## src/rtl/ps2_defs.sv

```systemverilog
// Shared scan-code, ASCII and FSM definitions for the PS/2 Set-2 decoder.
package ps2_defs;

  // Prefix bytes
  localparam logic [7:0] SC_BREAK  = 8'hF0;
  localparam logic [7:0] SC_EXT    = 8'hE0;

  // Modifier / special make codes
  localparam logic [7:0] SC_LSHIFT = 8'h12;
  localparam logic [7:0] SC_RSHIFT = 8'h59;
  localparam logic [7:0] SC_CAPS   = 8'h58;
  localparam logic [7:0] SC_ENTER  = 8'h5A;

  // ASCII constants
  localparam logic [7:0] ASCII_NUL   = 8'h00;
  localparam logic [7:0] ASCII_BS    = 8'h08;
  localparam logic [7:0] ASCII_SPACE = 8'h20;

  // Prefix tracking: IDLE, F0 seen, E0 seen, E0 F0 seen
  typedef enum logic [1:0] {
    ST_IDLE    = 2'd0,
    ST_BRK     = 2'd1,
    ST_EXT     = 2'd2,
    ST_EXT_BRK = 2'd3
  } state_t;

endpackage

```

## src/rtl/ps2_keymap.sv

```systemverilog
// Combinational Set-2 make-code to ASCII map; 0x00 means "not a character".
module ps2_keymap
  import ps2_defs::*;
#(
  parameter logic [7:0] ENTER_CHAR = 8'h0a
) (
  input  logic [7:0] scancode,
  input  logic       shift,
  input  logic       caps,
  output logic [7:0] ascii
);

  logic [7:0] letter;
  logic       upper;

  assign upper = shift ^ caps;

  // Letters resolved to lowercase first so the case flip is a single subtract
  always_comb begin
    letter = ASCII_NUL;
    case (scancode)
      8'h1C: letter = 8'h61; 8'h32: letter = 8'h62; 8'h21: letter = 8'h63;
      8'h23: letter = 8'h64; 8'h24: letter = 8'h65; 8'h2B: letter = 8'h66;
      8'h34: letter = 8'h67; 8'h33: letter = 8'h68; 8'h43: letter = 8'h69;
      8'h3B: letter = 8'h6A; 8'h42: letter = 8'h6B; 8'h4B: letter = 8'h6C;
      8'h3A: letter = 8'h6D; 8'h31: letter = 8'h6E; 8'h44: letter = 8'h6F;
      8'h4D: letter = 8'h70; 8'h15: letter = 8'h71; 8'h2D: letter = 8'h72;
      8'h1B: letter = 8'h73; 8'h2C: letter = 8'h74; 8'h3C: letter = 8'h75;
      8'h2A: letter = 8'h76; 8'h1D: letter = 8'h77; 8'h22: letter = 8'h78;
      8'h35: letter = 8'h79; 8'h1A: letter = 8'h7A;
      default: letter = ASCII_NUL;
    endcase
  end

  // Non-letter keys; digits and punctuation follow shift only, never caps
  always_comb begin
    ascii = ASCII_NUL;
    if (letter != ASCII_NUL) begin
      ascii = upper ? (letter - 8'h20) : letter;
    end else begin
      case (scancode)
        8'h16: ascii = shift ? 8'h21 : 8'h31;
        8'h1E: ascii = shift ? 8'h40 : 8'h32;
        8'h26: ascii = shift ? 8'h23 : 8'h33;
        8'h25: ascii = shift ? 8'h24 : 8'h34;
        8'h2E: ascii = shift ? 8'h25 : 8'h35;
        8'h36: ascii = shift ? 8'h5E : 8'h36;
        8'h3D: ascii = shift ? 8'h26 : 8'h37;
        8'h3E: ascii = shift ? 8'h2A : 8'h38;
        8'h46: ascii = shift ? 8'h28 : 8'h39;
        8'h45: ascii = shift ? 8'h29 : 8'h30;
        8'h29: ascii = ASCII_SPACE;
        SC_ENTER: ascii = ENTER_CHAR;
        8'h66: ascii = ASCII_BS;
        8'h4E: ascii = shift ? 8'h5F : 8'h2D;
        8'h49: ascii = shift ? 8'h3E : 8'h2E;
        8'h41: ascii = shift ? 8'h3C : 8'h2C;
        default: ascii = ASCII_NUL;
      endcase
    end
  end

endmodule

```

## src/rtl/ps2_scancode_decoder.sv

```systemverilog
// PS/2 Set-2 byte stream to ASCII: prefix FSM, Shift/Caps tracking, one-cycle strobe.
module ps2_scancode_decoder
  import ps2_defs::*;
#(
  parameter logic [7:0] ENTER_CHAR = 8'h0a,
  parameter bit         CAPS_EN    = 1'b1
) (
  input  logic       clock,
  input  logic       reset,
  input  logic [7:0] ps2_key_data,
  input  logic       ps2_key_pressed,
  output logic [7:0] ascii_char,
  output logic       key_pressed,
  output logic       caps_lock
);

  state_t     state, state_nxt;
  logic       shift_l, shift_r, caps_held;
  logic       shift_l_nxt, shift_r_nxt, caps_held_nxt, caps_lock_nxt;
  logic       emit;
  logic [7:0] emit_char;
  logic [7:0] map_char;

  ps2_keymap #(.ENTER_CHAR(ENTER_CHAR)) u_keymap (
    .scancode (ps2_key_data),
    .shift    (shift_l | shift_r),
    .caps     (caps_lock),
    .ascii    (map_char)
  );

  // Next state, modifier updates and emit decision for the byte this cycle
  always_comb begin
    state_nxt     = state;
    shift_l_nxt   = shift_l;
    shift_r_nxt   = shift_r;
    caps_held_nxt = caps_held;
    caps_lock_nxt = caps_lock;
    emit          = 1'b0;
    emit_char     = map_char;
    if (ps2_key_pressed) begin
      if (ps2_key_data == SC_EXT) begin
        // E0 always (re)starts an extended sequence, even mid-prefix
        state_nxt = ST_EXT;
      end else begin
        case (state)
          ST_IDLE: begin
            if (ps2_key_data == SC_BREAK) begin
              state_nxt = ST_BRK;
            end else begin
              case (ps2_key_data)
                SC_LSHIFT: shift_l_nxt = 1'b1;
                SC_RSHIFT: shift_r_nxt = 1'b1;
                SC_CAPS: begin
                  // Typematic repeats of Caps must not re-toggle
                  if (CAPS_EN && !caps_held) caps_lock_nxt = ~caps_lock;
                  caps_held_nxt = 1'b1;
                end
                default: emit = (map_char != ASCII_NUL);
              endcase
            end
          end
          ST_BRK: begin
            if (ps2_key_data != SC_BREAK) begin
              state_nxt = ST_IDLE;
              case (ps2_key_data)
                SC_LSHIFT: shift_l_nxt   = 1'b0;
                SC_RSHIFT: shift_r_nxt   = 1'b0;
                SC_CAPS:   caps_held_nxt = 1'b0;
                default: ;
              endcase
            end
          end
          ST_EXT: begin
            if (ps2_key_data == SC_BREAK) begin
              state_nxt = ST_EXT_BRK;
            end else begin
              state_nxt = ST_IDLE;
              if (ps2_key_data == SC_ENTER) begin
                emit      = 1'b1;
                emit_char = ENTER_CHAR;
              end
            end
          end
          default: state_nxt = ST_IDLE;
        endcase
      end
    end
  end

  // State, flags and output registers; ascii_char holds between strobes
  always_ff @(posedge clock) begin
    if (reset) begin
      state       <= ST_IDLE;
      shift_l     <= 1'b0;
      shift_r     <= 1'b0;
      caps_held   <= 1'b0;
      caps_lock   <= 1'b0;
      key_pressed <= 1'b0;
      ascii_char  <= ASCII_NUL;
    end else begin
      state       <= state_nxt;
      shift_l     <= shift_l_nxt;
      shift_r     <= shift_r_nxt;
      caps_held   <= caps_held_nxt;
      caps_lock   <= caps_lock_nxt;
      key_pressed <= emit;
      if (emit) ascii_char <= emit_char;
    end
  end

endmodule

```

## config.mk

```make
export PLATFORM = sky130hd
export DESIGN_NAME = ps2_scancode_decoder
export DESIGN_NICKNAME = d
export VERILOG_FILES = /design/src/rtl/ps2_defs.sv /design/src/rtl/ps2_keymap.sv /design/src/rtl/ps2_scancode_decoder.sv
export SDC_FILE = /design/constraint.sdc
export NUM_CORES = 1
export LEC_CHECK = 0
export BUFFER_PORTS_ARGS = -buffer_cell sky130_fd_sc_hd__buf_2
export CELL_PAD_IN_SITES_DETAIL_PLACEMENT = 0
export CELL_PAD_IN_SITES_GLOBAL_PLACEMENT = 1
export CORE_MARGIN = 2
export CORE_UTILIZATION = 38
export CTS_BUF_LIST = sky130_fd_sc_hd__clkbuf_16
export CTS_CLUSTER_DIAMETER = 200
export DETAILED_ROUTE_END_ITERATION = 10
export PLACE_DENSITY_LB_ADDON = 0.05
export SYNTH_ARGS = -nofsm -noshare
export SYNTH_HDL_FRONTEND = slang
export SYNTH_SLANG_ARGS = --single-unit
```

## constraint.sdc

```tcl
create_clock -name clock -period 3.9 [get_ports clock]
set_clock_uncertainty 0.2 [all_clocks]
set_input_delay 0.39 -clock clock [delete_from_list [all_inputs] [get_ports clock]]
set_output_delay 0.39 -clock clock [all_outputs]
set_load 0.01 [all_outputs]
```

==> impl_metrics.py <==
metrics = {
    "status": {
        "status": "complete, no violations",
    },
    "timing": {
        "setup_violations": 0,
        "finalHoldViolCount": 0,
        "fmax_mhz": 286,
        "totalNegativeSetupSlack_ps": 0,
        "min_period_over_period": 0.898,
        "period_needed_ps": 3500,
        "timing.hold.ws_ps": 230,
        "rsz0062_at_grt": "no",
        "worst_slack_ps": 398,
        "slew_headroom": 0.592,
        "worst_pin_slew_ps": 607,
        "maxSlewViolCount": 0,
    },
    "floorplanning": {
        "die_w_um": 77.5,
        "initial_core_util": 0.397,
        "pin_count": 21,
        "die_height_um": 77.5,
        "die_area_mm2": 0.00601,
        "core_mm2": 0.00517,
        "fp-row-count": 26,
    },
    "cells_and_area": {
        "drive_above_1_share": 0.150,
        "utilization": 0.437,
        "seqCellArea_um2": 300,
        "final_cell_mix": "a21oi_1, nand2_1, buf_2, nand3_1, o21ai_0",
        "final_common_cell": "a21oi_1",
        "design_area_mm2": 0.00226,
        "antennaDiodeCount": 0,
        "final-instance-count-excl-fill": 364,
        "multi_input_area_mm2": 0.00157,
        "nets": 315,
        "syn2layout_area_growth_pct": 9.99,
        "fillers": 547,
    },
    "place": {
        "dpl-instance-area_mm2": 0.00218,
        "gp_congestion": 0.918,
        "placed_cells": 360,
        "port_buffers": 20,
        "hpwl_um": 4780,
        "place_ws_ps": 136,
    },
    "global_route": {
        "antenna_found_initial": 0,
        "grt_use_total": 0.209,
        "grt_pass1_vias": 2034,
        "grt_pass1_wl_um": 10300,
        "overflow": 0,
        "grt_max_degree": 30,
    },
    "worst_setup_path": {
        "critPathBufInv": 2,
        "required_ps": 3820,
        "cp_slowest_cell": "a311oi_1",
        "crit_fanout": 10,
        "crit_arrival_ps": 3420,
        "path_class": "input pin to flip-flop",
        "cpPeakStageDelay_ps": 570,
        "cp-start-kind": "input pin",
        "cpLargestDelayFamily": "compound AO/OA/AOI/OAI gates",
        "worstPathCellList": "buf_2, inv_1, ha_1, mux2_4, o2111a_1, a221o_1, nor4_1, a21boi_1, a311oi_1, o221a_1, nor3_2",
        "end_kind": "flip-flop",
    },
    "synth": {
        "synth_nets": 303,
        "ys.flop_type": "dfxtp_1",
        "syn_avg_cell_area_um2": 7.26,
        "syn_area_mm2": 0.00205,
        "postSynthCellCount": 283,
        "async_flop_share": 0,
        "ys_seq_elements": 15,
        "ys_seq_area_frac": 0.146,
        "ys_warn_count": 0,
        "synth_enable_flop_cells": 0,
        "ys_types": 71,
    },
    "cts": {
        "post_cts_buffers": 0,
        "clkTransAtPathRegs_ps": 50,
        "ctsHoldBuffers": 0,
        "tritoncts": "yes",
        "post_cts_resize_count": 0,
        "cts_inserted_buffers": 3,
        "cts_sinks": 15,
        "cts.path.max_buffers": 2,
        "htree_num_levels": 1,
        "cts_root_buffer": "clkbuf_16",
        "clock_latency_ps": 240,
    },
    "pwr": {
        "irDropWorstVdd_uv": 228,
        "p_leak_nw": 0.941,
        "pwr_density_cell_mw_per_mm2": 239,
        "total_power_mw": 0.541,
    },
    "route": {
        "first_pass_iters": 4,
        "wl_per_cell_um": 17.1,
        "routed_wirelength_um": 6210,
        "ant_nets": 0,
        "post-route-drc-count": 0,
        "viasPerCell": 5.95,
        "vias": 2165,
        "drt_iter0_markers": 201,
    },
    "min_path": {
        "hp-class": "input pin to flip-flop",
    },
    "flow_run": {
        "maxCapViolCount": 0,
    },
}
==> flip-flops by register name (all words and copies together), names as in the netlist <==
register / count
caps_lock: 1
shift_r: 1
caps_held: 1
shift_l: 1
key_pressed: 1
ascii_char: 8
state: 2
==> metal layers <==
layer | part of all wire | vias up | routed length (µm) | global-route usage
li1 | - | 1085 | - | -
met1 | 0.49 | 1013 | 3030 | 0.293
met2 | 0.46 | 65 | 2880 | 0.348
met3 | 0.044 | 2 | 272 | 0.0337
met4 | 0.0034 | 0 | 21 | 0.0232
met5 | 0 | - | 0 | 0
==> worst reg2reg max path: cells and delay by family, from the launching register on <==
kind | cells | cell delay, ps
AOI/OAI and AO/OA | 3 | 1030
and+or+nand+nor | 2 | 450
DFF | 1 | 320
adders and majority gates | 1 | 260
xor gates and xnor gates | 1 | 210
==> final timing paths <==
check / startpoint / to / slack, ps / depth (start not counted)
min: ps2_key_pressed / state[0]$_SDFFE_PP0P_ / 230 / 3
max: ps2_key_data[1] / ascii_char[6]$_SDFFE_PP0P_ / 400 / 11
min reg2reg: ascii_char[3]$_SDFFE_PP0P_ / ascii_char[3]$_SDFFE_PP0P_ / 260 / 2
max reg2reg: shift_l$_SDFFE_PP0P_ / ascii_char[6]$_SDFFE_PP0P_ / 1340 / 7
==> where the power goes <==
| group | switching (mW) | leakage, nW | internal, mW |
|---|---|---|---|
| Combinational | 0.116 | 0.778 | 0.0701 |
| Clock | 0.0567 | 0.0423 | 0.135 |
| Sequential | 0.00251 | 0.122 | 0.160 |
| Total | 0.175 | 0.941 | 0.365 |
==> cells in the mapped netlist, types with 5 or more instances <==
| master | number | area share |
|---|---|---|
| inv_1 | 13 | 0.024 |
| nand3_1 | 19 | 0.046 |
| nand2_1 | 21 | 0.038 |
| nand2b_1 | 9 | 0.027 |
| nor2b_1 | 5 | 0.015 |
| o211ai_1 | 5 | 0.018 |
| ha_1 | 9 | 0.055 |
| nor2_1 | 16 | 0.029 |
| dfxtp_1 | 15 | 0.15 |
| a31oi_1 | 5 | 0.015 |
| a21oi_1 | 22 | 0.054 |
| nor3_1 | 5 | 0.012 |
| clkbuf_1 | 10 | 0.018 |
| o21a_1 | 5 | 0.018 |
| mux2i_1 | 10 | 0.049 |
| o221ai_1 | 5 | 0.021 |
| a311oi_1 | 5 | 0.021 |
| o21ai_0 | 17 | 0.041 |
==> final cells by class <==
cell class | instances | share of cell area
Clock buffer | 3 | 0.0332
Sequential cell | 15 | 0.133
Multi-Input combinational cell | 232 | 0.694
Clock inverter | 1 | 0.00166
Tap cell | 70 | 0.0388
Inverter | 13 | 0.0216
Timing Repair Buffer | 30 | 0.0775
==> cell families (layout without fill, tap and decap cells) <==
family          count (synthesis)  after routing  share of synthesized area
simple gates                  111            111                      0.312
fa+ha+maj                       9              9                     0.0548
compound gates                 96             96                      0.320
xor+xnor                        5              5                     0.0213
buf+inv                        36             47                     0.0901
mux                            11             11                     0.0560
flops                          15             15                      0.146
No activity file was read; power rests on OpenSTA's default activity.
